[config.mk]
export PLATFORM = sky130hd
export DESIGN_NAME = apb_master_bridge_flat
export DESIGN_NICKNAME = d
export VERILOG_FILES = /design/src/rtl/apb_bridge_pkg.sv /design/src/rtl/apb_master_bridge_if.sv /design/src/rtl/apb_master_bridge_wdog.sv /design/src/rtl/apb_master_bridge.sv /design/src/flat_wrapper.sv
export SDC_FILE = /design/constraint.sdc
export NUM_CORES = 1
export LEC_CHECK = 0
export BUFFER_PORTS_ARGS = -buffer_cell sky130_fd_sc_hd__buf_2
export CORE_ASPECT_RATIO = 0.8
export CORE_MARGIN = 4
export CORE_UTILIZATION = 41
export CTS_CLUSTER_SIZE = 20
export DETAILED_ROUTE_END_ITERATION = 10
export GPL_ROUTABILITY_DRIVEN = 1
export PLACE_DENSITY = 0.84
export SYNTH_ARGS = -nofsm -noshare
export SYNTH_HDL_FRONTEND = slang
export SYNTH_SLANG_ARGS = --single-unit
[constraint.sdc]
create_clock -name clock -period 5.2 [get_ports clock]
set_input_delay 0.26 -clock clock [delete_from_list [all_inputs] [get_ports clock]]
set_output_delay 0.26 -clock clock [all_outputs]
set_load 0.02 [all_outputs]
[src/rtl/apb_bridge_pkg.sv]
// rtl/apb_bridge_pkg.sv - shared types and constants for the APB master bridge
package apb_bridge_pkg;

   typedef enum logic [1:0] {
      ST_IDLE   = 2'd0,
      ST_SETUP  = 2'd1,
      ST_ACCESS = 2'd2,
      ST_RESP   = 2'd3
   } state_t;

   localparam int DATA_W_DEF = 32;
   localparam int STRB_W     = DATA_W_DEF / 8;

endpackage

[src/rtl/apb_master_bridge_if.sv]
// rtl/apb_master_bridge_if.sv - core request port plus APB master port bundle
// master: the bridge view (drives accept/ack/read data and the APB request side)
// slave : the environment view (core requester and APB slave)
interface apb_master_bridge_if #(
   parameter int ADDR_W = 32,
   parameter int DATA_W = 32
);
   logic [DATA_W/8-1:0] inport_wr_i;
   logic                inport_rd_i;
   logic [7:0]          inport_len_i;
   logic [ADDR_W-1:0]   inport_addr_i;
   logic [DATA_W-1:0]   inport_write_data_i;
   logic                inport_accept_o;
   logic                inport_ack_o;
   logic                inport_error_o;
   logic [DATA_W-1:0]   inport_read_data_o;

   logic [ADDR_W-1:0]   out_paddr;
   logic                out_psel;
   logic                out_penable;
   logic [2:0]          out_pprot;
   logic                out_pwrite;
   logic [DATA_W-1:0]   out_pwdata;
   logic [DATA_W/8-1:0] out_pstrb;
   logic                out_pready;
   logic [DATA_W-1:0]   out_prdata;
   logic                out_pslverr;

   modport master (
      input  inport_wr_i, inport_rd_i, inport_len_i, inport_addr_i, inport_write_data_i,
      output inport_accept_o, inport_ack_o, inport_error_o, inport_read_data_o,
      output out_paddr, out_psel, out_penable, out_pprot, out_pwrite, out_pwdata, out_pstrb,
      input  out_pready, out_prdata, out_pslverr
   );

   modport slave (
      output inport_wr_i, inport_rd_i, inport_len_i, inport_addr_i, inport_write_data_i,
      input  inport_accept_o, inport_ack_o, inport_error_o, inport_read_data_o,
      input  out_paddr, out_psel, out_penable, out_pprot, out_pwrite, out_pwdata, out_pstrb,
      output out_pready, out_prdata, out_pslverr
   );
endinterface

[src/rtl/apb_master_bridge_wdog.sv]
// rtl/apb_master_bridge_wdog.sv - ACCESS-phase watchdog counter
// clock/reset : system clock, synchronous active-high reset
// clear       : zero the counter (bridge not in ACCESS)
// enable      : count one stalled ACCESS cycle
// expire      : stalled cycle that completes the budget; counter self-clears
module apb_wdog #(
   parameter int TIMEOUT_CYCLES = 256
) (
   input  logic clock,
   input  logic reset,
   input  logic clear,
   input  logic enable,
   output logic expire
);

   generate
      if (TIMEOUT_CYCLES == 0) begin : g_off
         logic unused_inputs;
         assign unused_inputs = &{1'b0, clock, reset, clear, enable};
         assign expire = 1'b0;
      end else begin : g_on
         localparam int CW = (TIMEOUT_CYCLES > 1) ? $clog2(TIMEOUT_CYCLES) : 1;
         localparam logic [CW-1:0] LAST = CW'(TIMEOUT_CYCLES - 1);
         logic [CW-1:0] count;

         // Expire on the stalled cycle whose index is TIMEOUT_CYCLES-1, so the
         // ACCESS phase lasts exactly TIMEOUT_CYCLES cycles before abort.
         assign expire = enable && (count == LAST);

         always_ff @(posedge clock) begin
            if (reset || clear || expire) begin
               count <= '0;
            end else if (enable) begin
               count <= count + 1'b1;
            end
         end
      end
   endgenerate

endmodule

[src/rtl/apb_master_bridge.sv]
// rtl/apb_master_bridge.sv - single-beat core request port to APB3/APB4 master
// clock/reset : system clock, synchronous active-high reset
// bus.inport_*: core request (wr strobes / rd / len / addr / wdata) with
//               combinational accept and one-cycle ack/error/read_data
// bus.out_*   : APB master port (paddr, psel, penable, pprot, pwrite, pwdata,
//               pstrb out; pready, prdata, pslverr in)
module apb_master_bridge
   import apb_bridge_pkg::*;
#(
   parameter int         ADDR_W         = 32,
   parameter int         DATA_W         = 32,
   parameter logic [2:0] PPROT          = 3'b000,
   parameter int         TIMEOUT_CYCLES = 256
) (
   input logic                 clock,
   input logic                 reset,
   apb_master_bridge_if.master bus
);

   localparam int SW = DATA_W / 8;

   state_t            state;
   logic [ADDR_W-1:0] paddr_q;
   logic              psel_q;
   logic              penable_q;
   logic              pwrite_q;
   logic [DATA_W-1:0] pwdata_q;
   logic [SW-1:0]     pstrb_q;
   logic              ack_q;
   logic              error_q;
   logic [DATA_W-1:0] rdata_q;

   logic wr_req;
   logic req;
   logic wd_clear;
   logic wd_enable;
   logic wd_expire;

   // A nonzero strobe marks a write; it wins when rd is also asserted.
   assign wr_req = |bus.inport_wr_i;
   assign req    = wr_req | bus.inport_rd_i;

   assign wd_clear  = (state != ST_ACCESS);
   assign wd_enable = (state == ST_ACCESS) && !bus.out_pready;

   apb_wdog #(
      .TIMEOUT_CYCLES(TIMEOUT_CYCLES)
   ) u_wdog (
      .clock (clock),
      .reset (reset),
      .clear (wd_clear),
      .enable(wd_enable),
      .expire(wd_expire)
   );

   always_ff @(posedge clock) begin
      if (reset) begin
         state     <= ST_IDLE;
         paddr_q   <= '0;
         psel_q    <= 1'b0;
         penable_q <= 1'b0;
         pwrite_q  <= 1'b0;
         pwdata_q  <= '0;
         pstrb_q   <= '0;
         ack_q     <= 1'b0;
         error_q   <= 1'b0;
         rdata_q   <= '0;
      end else begin
         case (state)
            ST_IDLE: begin
               if (req) begin
                  if (bus.inport_len_i == 8'd0) begin
                     paddr_q  <= bus.inport_addr_i;
                     pwdata_q <= bus.inport_write_data_i;
                     pwrite_q <= wr_req;
                     pstrb_q  <= wr_req ? bus.inport_wr_i : '0;
                     psel_q   <= 1'b1;
                     state    <= ST_SETUP;
                  end else begin
                     // Bursts are unsupported: complete with error, no APB cycle.
                     error_q <= 1'b1;
                     rdata_q <= '0;
                     ack_q   <= 1'b1;
                     state   <= ST_RESP;
                  end
               end
            end
            ST_SETUP: begin
               penable_q <= 1'b1;
               state     <= ST_ACCESS;
            end
            ST_ACCESS: begin
               if (bus.out_pready) begin
                  error_q   <= bus.out_pslverr;
                  rdata_q   <= pwrite_q ? '0 : bus.out_prdata;
                  psel_q    <= 1'b0;
                  penable_q <= 1'b0;
                  ack_q     <= 1'b1;
                  state     <= ST_RESP;
               end else if (wd_expire) begin
                  error_q   <= 1'b1;
                  rdata_q   <= '0;
                  psel_q    <= 1'b0;
                  penable_q <= 1'b0;
                  ack_q     <= 1'b1;
                  state     <= ST_RESP;
               end
            end
            ST_RESP: begin
               ack_q <= 1'b0;
               state <= ST_IDLE;
            end
            default: state <= ST_IDLE;
         endcase
      end
   end

   assign bus.inport_accept_o    = (state == ST_IDLE) && !reset;
   assign bus.inport_ack_o       = ack_q;
   assign bus.inport_error_o     = error_q;
   assign bus.inport_read_data_o = rdata_q;

   assign bus.out_paddr   = paddr_q;
   assign bus.out_psel    = psel_q;
   assign bus.out_penable = penable_q;
   assign bus.out_pprot   = PPROT;
   assign bus.out_pwrite  = pwrite_q;
   assign bus.out_pwdata  = pwdata_q;
   assign bus.out_pstrb   = pstrb_q;

endmodule

[src/flat_wrapper.sv]
// flat-port wrapper written by rule: the top's interface ports become plain ports
module apb_master_bridge_flat import apb_bridge_pkg::*;
#(
   parameter int         ADDR_W         = 32,
   parameter int         DATA_W         = 32,
   parameter logic [2:0] PPROT          = 3'b000,
   parameter int         TIMEOUT_CYCLES = 256
)
  (clock, reset, bus_inport_wr_i, bus_inport_rd_i, bus_inport_len_i, bus_inport_addr_i, bus_inport_write_data_i, bus_inport_accept_o, bus_inport_ack_o, bus_inport_error_o, bus_inport_read_data_o, bus_out_paddr, bus_out_psel, bus_out_penable, bus_out_pprot, bus_out_pwrite, bus_out_pwdata, bus_out_pstrb, bus_out_pready, bus_out_prdata, bus_out_pslverr);
  apb_master_bridge_if #(.ADDR_W(ADDR_W), .DATA_W(DATA_W)) bus_i ();
  input logic clock;
  input logic reset;
  input wire logic [$bits(bus_i.inport_wr_i)-1:0] bus_inport_wr_i;
  input wire logic [$bits(bus_i.inport_rd_i)-1:0] bus_inport_rd_i;
  input wire logic [$bits(bus_i.inport_len_i)-1:0] bus_inport_len_i;
  input wire logic [$bits(bus_i.inport_addr_i)-1:0] bus_inport_addr_i;
  input wire logic [$bits(bus_i.inport_write_data_i)-1:0] bus_inport_write_data_i;
  output wire logic [$bits(bus_i.inport_accept_o)-1:0] bus_inport_accept_o;
  output wire logic [$bits(bus_i.inport_ack_o)-1:0] bus_inport_ack_o;
  output wire logic [$bits(bus_i.inport_error_o)-1:0] bus_inport_error_o;
  output wire logic [$bits(bus_i.inport_read_data_o)-1:0] bus_inport_read_data_o;
  output wire logic [$bits(bus_i.out_paddr)-1:0] bus_out_paddr;
  output wire logic [$bits(bus_i.out_psel)-1:0] bus_out_psel;
  output wire logic [$bits(bus_i.out_penable)-1:0] bus_out_penable;
  output wire logic [$bits(bus_i.out_pprot)-1:0] bus_out_pprot;
  output wire logic [$bits(bus_i.out_pwrite)-1:0] bus_out_pwrite;
  output wire logic [$bits(bus_i.out_pwdata)-1:0] bus_out_pwdata;
  output wire logic [$bits(bus_i.out_pstrb)-1:0] bus_out_pstrb;
  input wire logic [$bits(bus_i.out_pready)-1:0] bus_out_pready;
  input wire logic [$bits(bus_i.out_prdata)-1:0] bus_out_prdata;
  input wire logic [$bits(bus_i.out_pslverr)-1:0] bus_out_pslverr;
  assign bus_i.inport_wr_i = bus_inport_wr_i;
  assign bus_i.inport_rd_i = bus_inport_rd_i;
  assign bus_i.inport_len_i = bus_inport_len_i;
  assign bus_i.inport_addr_i = bus_inport_addr_i;
  assign bus_i.inport_write_data_i = bus_inport_write_data_i;
  assign bus_inport_accept_o = bus_i.inport_accept_o;
  assign bus_inport_ack_o = bus_i.inport_ack_o;
  assign bus_inport_error_o = bus_i.inport_error_o;
  assign bus_inport_read_data_o = bus_i.inport_read_data_o;
  assign bus_out_paddr = bus_i.out_paddr;
  assign bus_out_psel = bus_i.out_psel;
  assign bus_out_penable = bus_i.out_penable;
  assign bus_out_pprot = bus_i.out_pprot;
  assign bus_out_pwrite = bus_i.out_pwrite;
  assign bus_out_pwdata = bus_i.out_pwdata;
  assign bus_out_pstrb = bus_i.out_pstrb;
  assign bus_i.out_pready = bus_out_pready;
  assign bus_i.out_prdata = bus_out_prdata;
  assign bus_i.out_pslverr = bus_out_pslverr;
  apb_master_bridge #(.ADDR_W(ADDR_W), .DATA_W(DATA_W), .PPROT(PPROT), .TIMEOUT_CYCLES(TIMEOUT_CYCLES)) u_core (.clock(clock), .reset(reset), .bus(bus_i));
endmodule
==> results.cfg <==
[grt]
antenna_found_initial = 0
globalRoute.totalOverflow = 0
grt_pass1_wl_um = 18900
grt_use_total = 0.181
grt_pass1_vias = 3915
grt_max_degree = 80

[cts]
cts_buffer_depth = 2
cts-resized-gates = 0
cts_setup_buffers = 0
cts_made_buffers = 17
cts_num_sinks = 115
clk_pin_slew_worst_paths_ns = 0.06
htreeDepth = 4
worst_skew_pair.late_latency_ns = 0.40
hold_buffers = 0
root_buffer = clkbuf_16
cts_tree = done

[drt]
vias_per_cell = 4.74
vias = 4253
drt-total-wl_um = 12000
ant_nets = 0
dr.pass1.iters = 4
drtIter0Drc = 203
wire_per_inst_um = 13.3
remaining_drc_errors = 0

[layout]
nets = 859
fin_util = 0.577
diodes = 0
fin_area_um2 = 6260
syn_to_final_growth_pct = 38.2
fin_cells = 897
drive_gt1_frac = 0.353

[floorplan]
rows = 34
io_pins = 222
dieWidth_um = 126
dieArea_um2 = 12800
core_area_um2 = 10800
die_h_um = 102
initial_core_util = 0.418

[hold_path]
min_path_type = primary input to flop

[timing]
timing.final.ws_setup_ns = 2.66
drv_slew = 0
fmax_mhz = 394
tightestPinTransition_ns = 0.938
setup-violations-final = 0
rsz0062_at_grt = false
fin_setup_tns_ns = 0
fin_crit_sh = 0.489
fin_crit_ns = 2.54
relSlewSlack = 0.365
hold_viol_final = 0
whs_ns = 0.0883
clock-skew-final_ns = 0.00882

[yosys]
synthTopCellsByArea = dfxtp_1, nand2_1, a21oi_1
synth-simple-area-share = 0.218
ys_seq_area_frac = 0.508
synth_xor_area_frac = 0.0116
synth_top_family_by_area = simple AND/OR/NAND/NOR gates
avgSynthCellArea_um2 = 8.47
synth_top_area_frac = 0.508
synth_common_cells = nand2_1, dfxtp_1, a21oi_1
async_flop_share = 0
synth_most_common_cell = nand2_1
synth-seq-cells = 115
synth-edff-count = 0
synthAdderAreaFrac = 0.0166
synth.distinct_cells = 45
netlist_area_um2 = 4530
ys_warn_count = 0
synthMuxAreaShare = 0.0754
synth_cells = 535
yosys.area.top_type = dfxtp_1
synthFlopType = dfxtp_1
synth_compound_gate_area_share = 0.116

[worst_setup_path]
path_cells = inv_1 > ha_1 > nor2b_1 > o21ai_2 > o2111ai_4 > buf_4 > mux2i_1
cp-end-kind = flop
cp_slowest_cell = buf_4
critPathRequiredTime_ns = 5.51
crit_arrival_ns = 2.85
critical_path_class = flop to flop
startpoint_type = flop
critPathMaxFanout = 33
slowest_delay_ns = 0.51
regToRegSetupSlack_ns = 2.66

[place]
dpl_worst_slack_ns = 2.70
postPlaceCellArea_um2 = 5640
place_inst = 865
io_buffer_count = 218
dp_hpwl_um = 8530
place_congestion = 0.845

[power_and_ir_drop]
powerDensity_nw_per_um2 = 430
power_mw = 2.69
peakVddDrop_v = 0.000281
p_leak_nw = 2.81

[run]
maxCapViolations = 0

[outcome]
status = complete, no violations
[state kept, by name, indices dropped and copies added (netlist names)]
register and flops:
u_core.u_wdog.g_on.count 8, u_core.bus.out_pwdata 32, u_core.bus.out_psel 1, u_core.state 2
u_core.bus.inport_read_data_o 32, u_core.bus.out_penable 1, u_core.bus.inport_error_o 1, u_core.bus.out_paddr 32
u_core.bus.out_pwrite 1, u_core.bus.out_pstrb 4, u_core.bus.inport_ack_o 1
[cells in the final DEF, fill, tap and decap left out, types with 4 or more instances in the layout]
| master | instances |
|---|---|
| mux2i_1 | 33 |
| nand4_1 | 4 |
| buf_4 | 5 |
| a21oi_1 | 73 |
| clkinv_4 | 4 |
| buf_2 | 218 |
| inv_1 | 5 |
| ha_1 | 6 |
| nand2_1 | 205 |
| dfxtp_1 | 115 |
| clkbuf_16 | 17 |
| nor2_1 | 11 |
[final timing paths]
kind                                             startpoint  depth (start not counted)                          endpoint
worst min register to register     u_core.bus.out_pwdata[4]                          2          u_core.bus.out_pwdata[4]
worst max register to register              u_core.state[0]                          7  u_core.bus.inport_read_data_o[4]
worst min-delay path            bus_inport_write_data_i[15]                          3         u_core.bus.out_pwdata[15]
worst max-delay path                        u_core.state[0]                          7  u_core.bus.inport_read_data_o[4]
[worst max-delay path: cells and delay by family (launching register included)]
kind,cells,cell delay (ns)
flip-flops,1,0.33
AND/OR/NAND/NOR,1,0.48
AO/OA/AOI/OAI,2,0.39
buffers and inverters,2,0.62
adder cells (fa/ha/maj),1,0.35
multiplexers,1,0.28
[layout make-up]
cell class,instances,area [µm²]
Clock inverter,13,174
Fill cell,990,4590
Timing Repair Buffer,223,1130
Clock buffer,19,443
Inverter,5,18.8
Sequential cell,115,2300
Tap cell,144,180
Multi-Input combinational cell,378,2010
[metal layers]
metal  track usage  vias to the layer above  wire [µm]
met5             0                        -          0
li1              -                     2165          -
met1         0.232                     1893       5200
met2         0.283                      183       5370
met4        0.0558                        0         98
met3        0.0711                       12       1310
[cell families after synthesis]
group,Yosys count
other,1
XOR/XNOR,6
adder cells (fa/ha/maj),6
AND/OR/NAND/NOR,241
multiplexers,34
AO/OA/AOI/OAI,88
buffers and inverters,44
flip-flops,115
[where the power goes]
part | leakage, nW | internal, mW | switching, mW
registers | 0.928 | 0.925 | 0.0236
clock network | 0.291 | 0.774 | 0.423
logic | 1.59 | 0.230 | 0.315
No activity file was read; power rests on OpenSTA's default activity.
